**config.mk**
```make
export PLATFORM = sky130hd
export DESIGN_NAME = pipeline_ctrl
export DESIGN_NICKNAME = d
export VERILOG_FILES = /design/src/rtl/pipeline_ctrl.sv
export SDC_FILE = /design/constraint.sdc
export NUM_CORES = 1
export LEC_CHECK = 0
export BUFFER_PORTS_ARGS = -buffer_cell sky130_fd_sc_hd__buf_2
export CAP_MARGIN = 25
export CORE_UTILIZATION = 57
export DETAILED_ROUTE_END_ITERATION = 8
export PLACE_DENSITY = 0.86
export SYNTH_ARGS = -nofsm -noshare
export SYNTH_HDL_FRONTEND = slang
export SYNTH_SLANG_ARGS = --single-unit
```
**constraint.sdc**
```tcl
create_clock -name clk -period 3.8 [get_ports clk]
set_input_delay 0.38 -clock clk [delete_from_list [all_inputs] [get_ports clk]]
set_output_delay 0.38 -clock clk [all_outputs]
set_load 0.02 [all_outputs]
```
**src/rtl/pipeline_ctrl.sv**
```systemverilog
// pipeline_ctrl
// Stall/flush sequencer for the five-stage RV32I pipeline. Produces the
// per-stage load enables and bubble/flush strobes for the IF/ID, ID/EX,
// EX/MEM and MEM/WB buffers, plus free-running performance counters.
//
// Ports
//   clk, rst                 clock (rising edge), async active-low reset
//   imem_req / imem_resp     fetch outstanding / single-cycle completion pulse
//   dmem_req / dmem_resp     MEM access outstanding / completion pulse
//   id_rs1, id_rs2,
//   id_uses_rs1, id_uses_rs2 source operands of the instruction in ID
//   ex_valid, ex_is_load,
//   ex_rd, ex_redirect       state of the instruction in EX
//   load_*                   stage register enables
//   flush_if_id, flush_id_ex load a bubble instead of upstream contents
//   stall_cnt, bubble_cnt,
//   flush_cnt                32-bit wrapping event counters
//
// state    | meaning
// ---------+------------------------------------------------------------
// RUN      | no memory stall in the previous cycle
// WAIT_MEM | pipeline frozen waiting on imem and/or dmem
module pipeline_ctrl (
    input  logic        clk,
    input  logic        rst,
    input  logic        imem_req,
    input  logic        imem_resp,
    input  logic        dmem_req,
    input  logic        dmem_resp,
    input  logic [4:0]  id_rs1,
    input  logic [4:0]  id_rs2,
    input  logic        id_uses_rs1,
    input  logic        id_uses_rs2,
    input  logic        ex_valid,
    input  logic        ex_is_load,
    input  logic [4:0]  ex_rd,
    input  logic        ex_redirect,
    output logic        load_pc,
    output logic        load_if_id,
    output logic        load_id_ex,
    output logic        load_ex_mem,
    output logic        load_mem_wb,
    output logic        flush_if_id,
    output logic        flush_id_ex,
    output logic [31:0] stall_cnt,
    output logic [31:0] bubble_cnt,
    output logic [31:0] flush_cnt
);

    typedef enum logic {RUN = 1'b0, WAIT_MEM = 1'b1} state_t;

    state_t      state_q, state_d;
    logic        imem_done_q, dmem_done_q;
    logic [31:0] stall_cnt_q, bubble_cnt_q, flush_cnt_q;

    logic mem_stall, redirect, load_use, advance;
    logic redirect_row, load_use_row;

    // A response that arrived while the other side was still busy is
    // remembered in the done flag so it no longer holds the stall.
    assign mem_stall = (imem_req & ~imem_resp & ~imem_done_q)
                     | (dmem_req & ~dmem_resp & ~dmem_done_q);
    assign advance   = ~mem_stall;
    assign redirect  = ex_valid & ex_redirect;
    assign load_use  = ex_valid & ex_is_load & (ex_rd != 5'd0)
                     & ((id_uses_rs1 & (id_rs1 == ex_rd))
                      | (id_uses_rs2 & (id_rs2 == ex_rd)));

    // A redirect held in the frozen EX buffer only takes effect on the
    // release cycle, so both rows are qualified by advance.
    assign redirect_row = advance & redirect;
    assign load_use_row = advance & ~redirect & load_use;

    // State register, sticky flags and counters
    always_ff @(posedge clk or negedge rst) begin
        if (!rst) begin
            state_q      <= RUN;
            imem_done_q  <= 1'b0;
            dmem_done_q  <= 1'b0;
            stall_cnt_q  <= 32'd0;
            bubble_cnt_q <= 32'd0;
            flush_cnt_q  <= 32'd0;
        end else begin
            state_q <= state_d;
            if (advance) begin
                imem_done_q <= 1'b0;
                dmem_done_q <= 1'b0;
            end else begin
                if (imem_req && imem_resp) imem_done_q <= 1'b1;
                if (dmem_req && dmem_resp) dmem_done_q <= 1'b1;
            end
            if (mem_stall)    stall_cnt_q  <= stall_cnt_q  + 32'd1;
            if (load_use_row) bubble_cnt_q <= bubble_cnt_q + 32'd1;
            if (redirect_row) flush_cnt_q  <= flush_cnt_q  + 32'd1;
        end
    end

    // Next-state logic
    always_comb begin
        state_d = state_q;
        case (state_q)
            RUN:      if (mem_stall)  state_d = WAIT_MEM;
            WAIT_MEM: if (!mem_stall) state_d = RUN;
            default:  state_d = RUN;
        endcase
    end

    // Output logic (Mealy); everything held low while reset is asserted
    always_comb begin
        load_pc     = 1'b0;
        load_if_id  = 1'b0;
        load_id_ex  = 1'b0;
        load_ex_mem = 1'b0;
        load_mem_wb = 1'b0;
        flush_if_id = 1'b0;
        flush_id_ex = 1'b0;
        if (rst && !mem_stall) begin
            load_id_ex  = 1'b1;
            load_ex_mem = 1'b1;
            load_mem_wb = 1'b1;
            if (redirect) begin
                load_pc     = 1'b1;
                load_if_id  = 1'b1;
                flush_if_id = 1'b1;
                flush_id_ex = 1'b1;
            end else if (load_use) begin
                // Hold PC and IF/ID, inject a bubble into ID/EX
                flush_id_ex = 1'b1;
            end else begin
                load_pc     = 1'b1;
                load_if_id  = 1'b1;
            end
        end
    end

    assign stall_cnt  = stall_cnt_q;
    assign bubble_cnt = bubble_cnt_q;
    assign flush_cnt  = flush_cnt_q;

endmodule

```
# Word level (Yosys, flattened, before mapping)
# Index checks and enable logic that the tools add are counted.
# Widths: inputs -> output; s select.
dict set report word_totals {
  inputBits 26
  out_inout_bits 103
  wordCells 51
  regBits 98
}
dict set report op_classes {
  n_mux 13
  bitwise_logic 21
  reduce_logical 5
  n_eq_ne 4
  addsub 3
}
# operator count
set op_table {}
lappend op_table {{$add 32x1->32 const B} 3}
lappend op_table {{$and 1x1->1} 13}
lappend op_table {{$mux 1} 13}
lappend op_table {{$eq 5x5->1} 2}
lappend op_table {{$not 1->1} 6}
lappend op_table {{$reduce_bool 5->1} 1}
lappend op_table {{$ne 2x1->1 const B} 2}
lappend op_table {{$logic_and 1x1->1} 3}
lappend op_table {{$or 1x1->1} 2}
lappend op_table {{$logic_not 1->1} 1}

# Longest topological paths before layout
dict set report logic_depth {
  ltp_word 7
  mapped_depth 7
}

# Worst setup path before layout
# No wires, ideal clock.
dict set report synth_timing {
  kind {input-to-output}
  from {input port ex_rd[1]}
  to {output port load_pc}
  t_required_ns 3.420
  setup_slack_ns 1.535
  stages 4
  arrival_ns 1.885
  path_cell_list {or4_1 -> o211a_1 -> a31oi_1 -> buf_4}
}
dict set report synth_via {
  elab_chain_len 7
  word_cells_on_any_way 11
  cone_classes {2 x eq/ne; 3 x mux; 5 x bitwise; 1 x reduce/logical}
}
# element line_no
set synth_rtl {}
lappend synth_rtl {{start: declaration} 36} ;# input logic [4:0] ex_rd,
lappend synth_rtl {{$eq 5x5->1, on equally long branches} {66, 67}}
lappend synth_rtl {{$and 1x1->1, on equally long branches} {66, 67}}
lappend synth_rtl {{$or 1x1->1} 67} ;# | (id_uses_rs2 & (id_rs2 == ex_rd)));
lappend synth_rtl {{$and 1x1->1 (*)} 66} ;# & ((id_uses_rs1 & (id_rs1 == ex_rd))
lappend synth_rtl {{$mux 1 (*) (3 in a row)} --}
lappend synth_rtl {{end: declaration} 38} ;# output logic load_pc,
# Every way passes the cells marked *; elsewhere a longest branch is shown, timed or not.

# Worst setup path in the final report
dict set report layout_timing {
  from {input port rst}
  to {output port load_if_id}
}
dict set report layout_via {
  elab_chain_len 2
}
# element line_no
set layout_rtl {}
lappend layout_rtl {{start: declaration} 25} ;# input logic rst,
lappend layout_rtl {{$logic_and 1x1->1} 117} ;# if (rst && !mem_stall) begin
lappend layout_rtl {{$mux 1} 117}
lappend layout_rtl {{end: declaration} 39} ;# output logic load_if_id,
# No other way between the ends.

==> impl_table.tex <==
\begin{tabular}{lr}
\hline
Metric & Value \\
\hline
\multicolumn{2}{l}{\textbf{CTS}} \\
\quad Clock latency of the later-clocked register in the worst-skew pair & 0.36 ns \\
\quad CTS tree & yes \\
\quad Clock sink count & 98 \\
\quad Cells resized by post-CTS repair & 0 \\
\quad Htree depth & 3 \\
\quad Total clock buffers created by CTS & 9 \\
\quad Clock root buffer & sky130\_fd\_sc\_hd\_\_clkbuf\_8 \\
\quad Bufs on Longest Clock Path & 2 \\
\quad Clock Pin Slew Worst Setup and Hold Paths & $\sim$0.10 ns \\
\multicolumn{2}{l}{\textbf{STA}} \\
\quad Setup violation total in the final timing report & 0 \\
\quad Final TNS setup & 0 ns \\
\quad RSZ-0062 raised after global routing & no \\
\quad Final critical path time including I/O delays and setup & 2.38 ns \\
\quad Final Cycle Share & 0.625 \\
\quad Fin Clk Skew & approximately 0.010 ns \\
\quad Final Hold Fails & 0 \\
\quad Max\_slew headroom & 0.446 \\
\quad Maximum achievable frequency & approximately 420 MHz \\
\quad Final Slew Violations & 0 \\
\quad Post-route worst setup slack & roughly 1.4 ns \\
\quad Transition time of the tightest slew-check pin & 0.820 ns \\
\multicolumn{2}{l}{\textbf{Synth}} \\
\quad Cell variety after synth & 34 \\
\quad Number of warnings printed during yosys synthesis & 0 \\
\quad Top area cells in the synthesized netlist & sky130\_fd\_sc\_hd\_\_dfrtp\_1 51\%, sky130\_fd\_sc\_hd\_\_xnor2\_1 15\%, sky130\_fd\_sc\_hd\_\_nand4\_1 6.5\% \\
\quad Total nets after synthesis & 485 \\
\quad Number of enable flip-flop cells after synthesis & 0 \\
\quad Mean cell area of the mapped netlist & 10.5 sq um \\
\quad Most frequent cell after synthesis & sky130\_fd\_sc\_hd\_\_dfrtp\_1 \\
\quad Top cell types by occurrence after synthesis & 98 x sky130\_fd\_sc\_hd\_\_dfrtp\_1, 82 x sky130\_fd\_sc\_hd\_\_xnor2\_1, 50 x sky130\_fd\_sc\_hd\_\_nand4\_1, 36 x sky130\_fd\_sc\_hd\_\_nand2\_1, 29 x sky130\_fd\_sc\_hd\_\_nor2\_1 \\
\quad Area share of the leading cell type in the synthesized netlist & 0.511 \\
\quad Number of instances in the synthesized netlist & 456 \\
\quad Synth Register Bits & around 100 \\
\quad Fraction of synthesis flops using an asynchronous set or reset pin & 1.00 \\
\quad Area of the mapped netlist & 4800 sq um \\
\quad Share of the yosys chip area belonging to registers & 0.511 \\
\quad Most area-hungry cell type in the Yosys netlist & sky130\_fd\_sc\_hd\_\_dfrtp\_1 \\
\quad Commonest register cell after synthesis & sky130\_fd\_sc\_hd\_\_dfrtp\_1 \\
\multicolumn{2}{l}{\textbf{Critical path}} \\
\quad Terminus of the critical flop-to-flop path & bubble\_cnt[31]\$\_DFFE\_PN0P\_ \\
\quad Number of buffer and inverter instances along the worst setup path & 3 \\
\quad Beginning of the worst register-to-register path & bubble\_cnt[12]\$\_DFFE\_PN0P\_ \\
\quad Critical Path, Cell by Cell & dlygate4sd3\_1, buf\_4, nand2\_1, a31oi\_1, buf\_2 \\
\quad Minimum setup slack among reg-to-reg paths & between 1.5 and 2 ns \\
\quad Data required time of the critical path & between 3 and 4 ns \\
\quad Delay of the slowest cell on the worst path & 0.54 ns \\
\quad Crit. End Element & primary output \\
\quad Type of element launching the critical path & primary input \\
\quad Register-to-Register Path Depth & 5 \\
\quad Crit path kind & primary input to primary output \\
\quad Largest fanout on the critical path & 38 \\
\quad Critical Path AT & about 2 ns \\
\quad Slowest stage cell on the critical path & sky130\_fd\_sc\_hd\_\_dlygate4sd3\_1 \\
\quad Delay-heaviest family, CP & buffers and inverters \\
\multicolumn{2}{l}{\textbf{Layout}} \\
\quad FILL cells & 626 \\
\quad Sequential cell area & approximately 2500 sq um \\
\quad Final instance area & 5730 sq um \\
\quad \# nets final & 611 \\
\quad Utilization after layout & 0.701 \\
\quad P\&R area growth vs syn & 19.3\% \\
\quad Share of final-layout standard cells stronger than drive strength 1 & 0.273 \\
\quad Multi-input logic area & between 2000 and 2500 sq um \\
\quad Count of inserted antenna diode cells & 0 \\
\quad Non-filler instance count after layout & between 600 and 700 \\
\multicolumn{2}{l}{\textbf{Hold path}} \\
\quad End point of the most critical hold path & imem\_done\_q\$\_DFFE\_PN0P\_ \\
\quad Launch instance of the worst min-delay path & imem\_req \\
\quad Number of cells traversed by the worst hold path & 3 \\
\quad Min-Delay Path Class & primary input to flop \\
\multicolumn{2}{l}{\textbf{Power and ir drop}} \\
\quad Power per cell area & between 300 and 400 nW/um\^{}2 \\
\quad Leakage dissipation & 2.89 nW \\
\quad VDD IR-drop max & 0.226 mV \\
\multicolumn{2}{l}{\textbf{Floorplan}} \\
\quad Starting density of the core & 0.587 \\
\quad Standard-cell rows & 33 \\
\quad Placeable core area & about 8000 sq um \\
\quad Die height & about 94 microns \\
\quad Die Footprint & 8790 sq um \\
\quad Die X-Extent & 93.8 microns \\
\quad Top Ports & 129 \\
\multicolumn{2}{l}{\textbf{Status}} \\
\quad Failing checks & DRC \\
\quad Status & finished with violations \\
\multicolumn{2}{l}{\textbf{Routing}} \\
\quad Routed wire length per instance & 15.6 microns \\
\quad Final routed DRC violation total & 1 \\
\quad Final antenna-violating net count & 0 \\
\quad Via density per instance & between 5 and 6 \\
\quad DRT Wirelength & about 11 mm \\
\quad DRT iter0 DRCs & between 100 and 150 \\
\quad Detailed-routing iteration count for the pre-antenna-repair pass & 6 \\
\quad Via Count & about 4.0k \\
\multicolumn{2}{l}{\textbf{Place}} \\
\quad Count of placed standard cells including taps & around 680 \\
\quad Worst slack after detailed placement & around 1.5 ns \\
\quad Area after detailed placement & roughly 5500 sq um \\
\quad RD Place Congestion & 0.857 \\
\quad Count of buffers from port buffering & 128 \\
\quad Detailed placement HPWL & between 7 and 8 mm \\
\multicolumn{2}{l}{\textbf{GRT}} \\
\quad Via count of the first global-routing pass & roughly 4k \\
\quad Total routing usage reported by global routing & 0.258 \\
\quad Pin count of the biggest net entering global routing & 64 \\
\quad Final global-route overflow total & 0 \\
\quad First-pass GRT wire length & roughly 18 mm \\
\quad Initial antenna violation count & 0 \\
\multicolumn{2}{l}{\textbf{Flow run}} \\
\quad Maximum Capacitance Violations & 0 \\
\hline
\end{tabular}
==> metal layers <==
layer  track usage  up-vias  wire length (microns)
met4         0.114        0                    336
li1              -     1844                      -
met2         0.411      146                   5120
met1         0.346     1942                   4760
met3        0.0461       27                    594
met5             0        -                      0
==> worst register-to-register path, stage by stage (launching register included) <==
cell and delay (ns):
sky130_fd_sc_hd__dfrtp_1 0.46, sky130_fd_sc_hd__nand4_2 0.20, sky130_fd_sc_hd__or4_4 0.58, sky130_fd_sc_hd__or4_1 0.53
sky130_fd_sc_hd__nand3b_4 0.17, sky130_fd_sc_hd__xnor2_2 0.13
==> registers in the layout (all words and copies together) (netlist names) <==
signal and flops:
bubble_cnt 32, dmem_done_q 1, flush_cnt 32, imem_done_q 1, stall_cnt 32
==> worst max-delay path by stage <==
stage / start / endpoint / depth (start not counted)
floorplan: ex_rd[1] / load_pc / 4
CTS: rst / load_pc / 5
detailed placement: dmem_req / flush_cnt[22]$_DFFE_PN0P_ / 6
global route: rst / load_if_id / 5
global placement: ex_rd[1] / load_pc / 5
finish: rst / load_if_id / 5
==> metrics by stage <==
step / hold slack [ns] / total power, mW
after floorplan: 0.0844 / 1.42
after global placement: 0.360 / 1.57
after detailed placement: 0.364 / 1.58
after CTS: 0.272 / 2.22
after global routing: 0.276 / 2.31
final: 0.276 / 2.21
==> kinds of logic after synthesis <==
| group | after synthesis | share of synthesized area |
|---|---|---|
| buf+inv | 29 | 0.0258 |
| simple gates | 212 | 0.248 |
| mux | 2 | 0.00469 |
| fa+ha+maj | 3 | 0.00782 |
| xor+xnor | 103 | 0.189 |
| compound gates | 9 | 0.0130 |
| flops | 98 | 0.511 |
==> report_power, final <==
part           leakage [nW]  total (mW)  internal, mW  switching, mW
clock network         0.100       0.647         0.278          0.369
logic                  1.47       0.367         0.134          0.233
registers              1.32        1.19          1.11         0.0859
==> cell type report <==
type | instances | share of cell area
Clock buffer | 11 | 0.0264
Clock inverter | 5 | 0.00633
Inverter | 12 | 0.00786
Multi-Input combinational cell | 329 | 0.390
Sequential cell | 98 | 0.428
Tap cell | 105 | 0.0229
Timing Repair Buffer | 132 | 0.118
==> what timing repair did <==
item | 4_1_cts | 5_1_grt
setup buffers | 0 | 0
hold buffers | 1 | 0
hold endpoints to repair | 35 | 0
setup endpoints to repair | 0 | 0
==> cells in the final DEF (no fill, tap or decap), types with 3 or more instances in the layout <==
| cell type | instances |
|---|---|
| sky130_fd_sc_hd__a21oi_1 | 3 |
| sky130_fd_sc_hd__and2_1 | 9 |
| sky130_fd_sc_hd__and3_1 | 22 |
| sky130_fd_sc_hd__and4_1 | 7 |
| sky130_fd_sc_hd__buf_2 | 127 |
| sky130_fd_sc_hd__buf_4 | 4 |
| sky130_fd_sc_hd__clkbuf_8 | 11 |
| sky130_fd_sc_hd__dfrtp_1 | 98 |
| sky130_fd_sc_hd__ha_1 | 3 |
| sky130_fd_sc_hd__inv_1 | 12 |
| sky130_fd_sc_hd__nand2_1 | 36 |
| sky130_fd_sc_hd__nand3_1 | 26 |
| sky130_fd_sc_hd__nand4_1 | 50 |
| sky130_fd_sc_hd__nor2_1 | 29 |
| sky130_fd_sc_hd__nor3_1 | 9 |
| sky130_fd_sc_hd__nor3b_1 | 4 |
| sky130_fd_sc_hd__nor4b_1 | 4 |
| sky130_fd_sc_hd__or4_1 | 4 |
| sky130_fd_sc_hd__xnor2_1 | 82 |
| sky130_fd_sc_hd__xor2_1 | 20 |
Note: power is estimated with default switching activity, not from simulation.
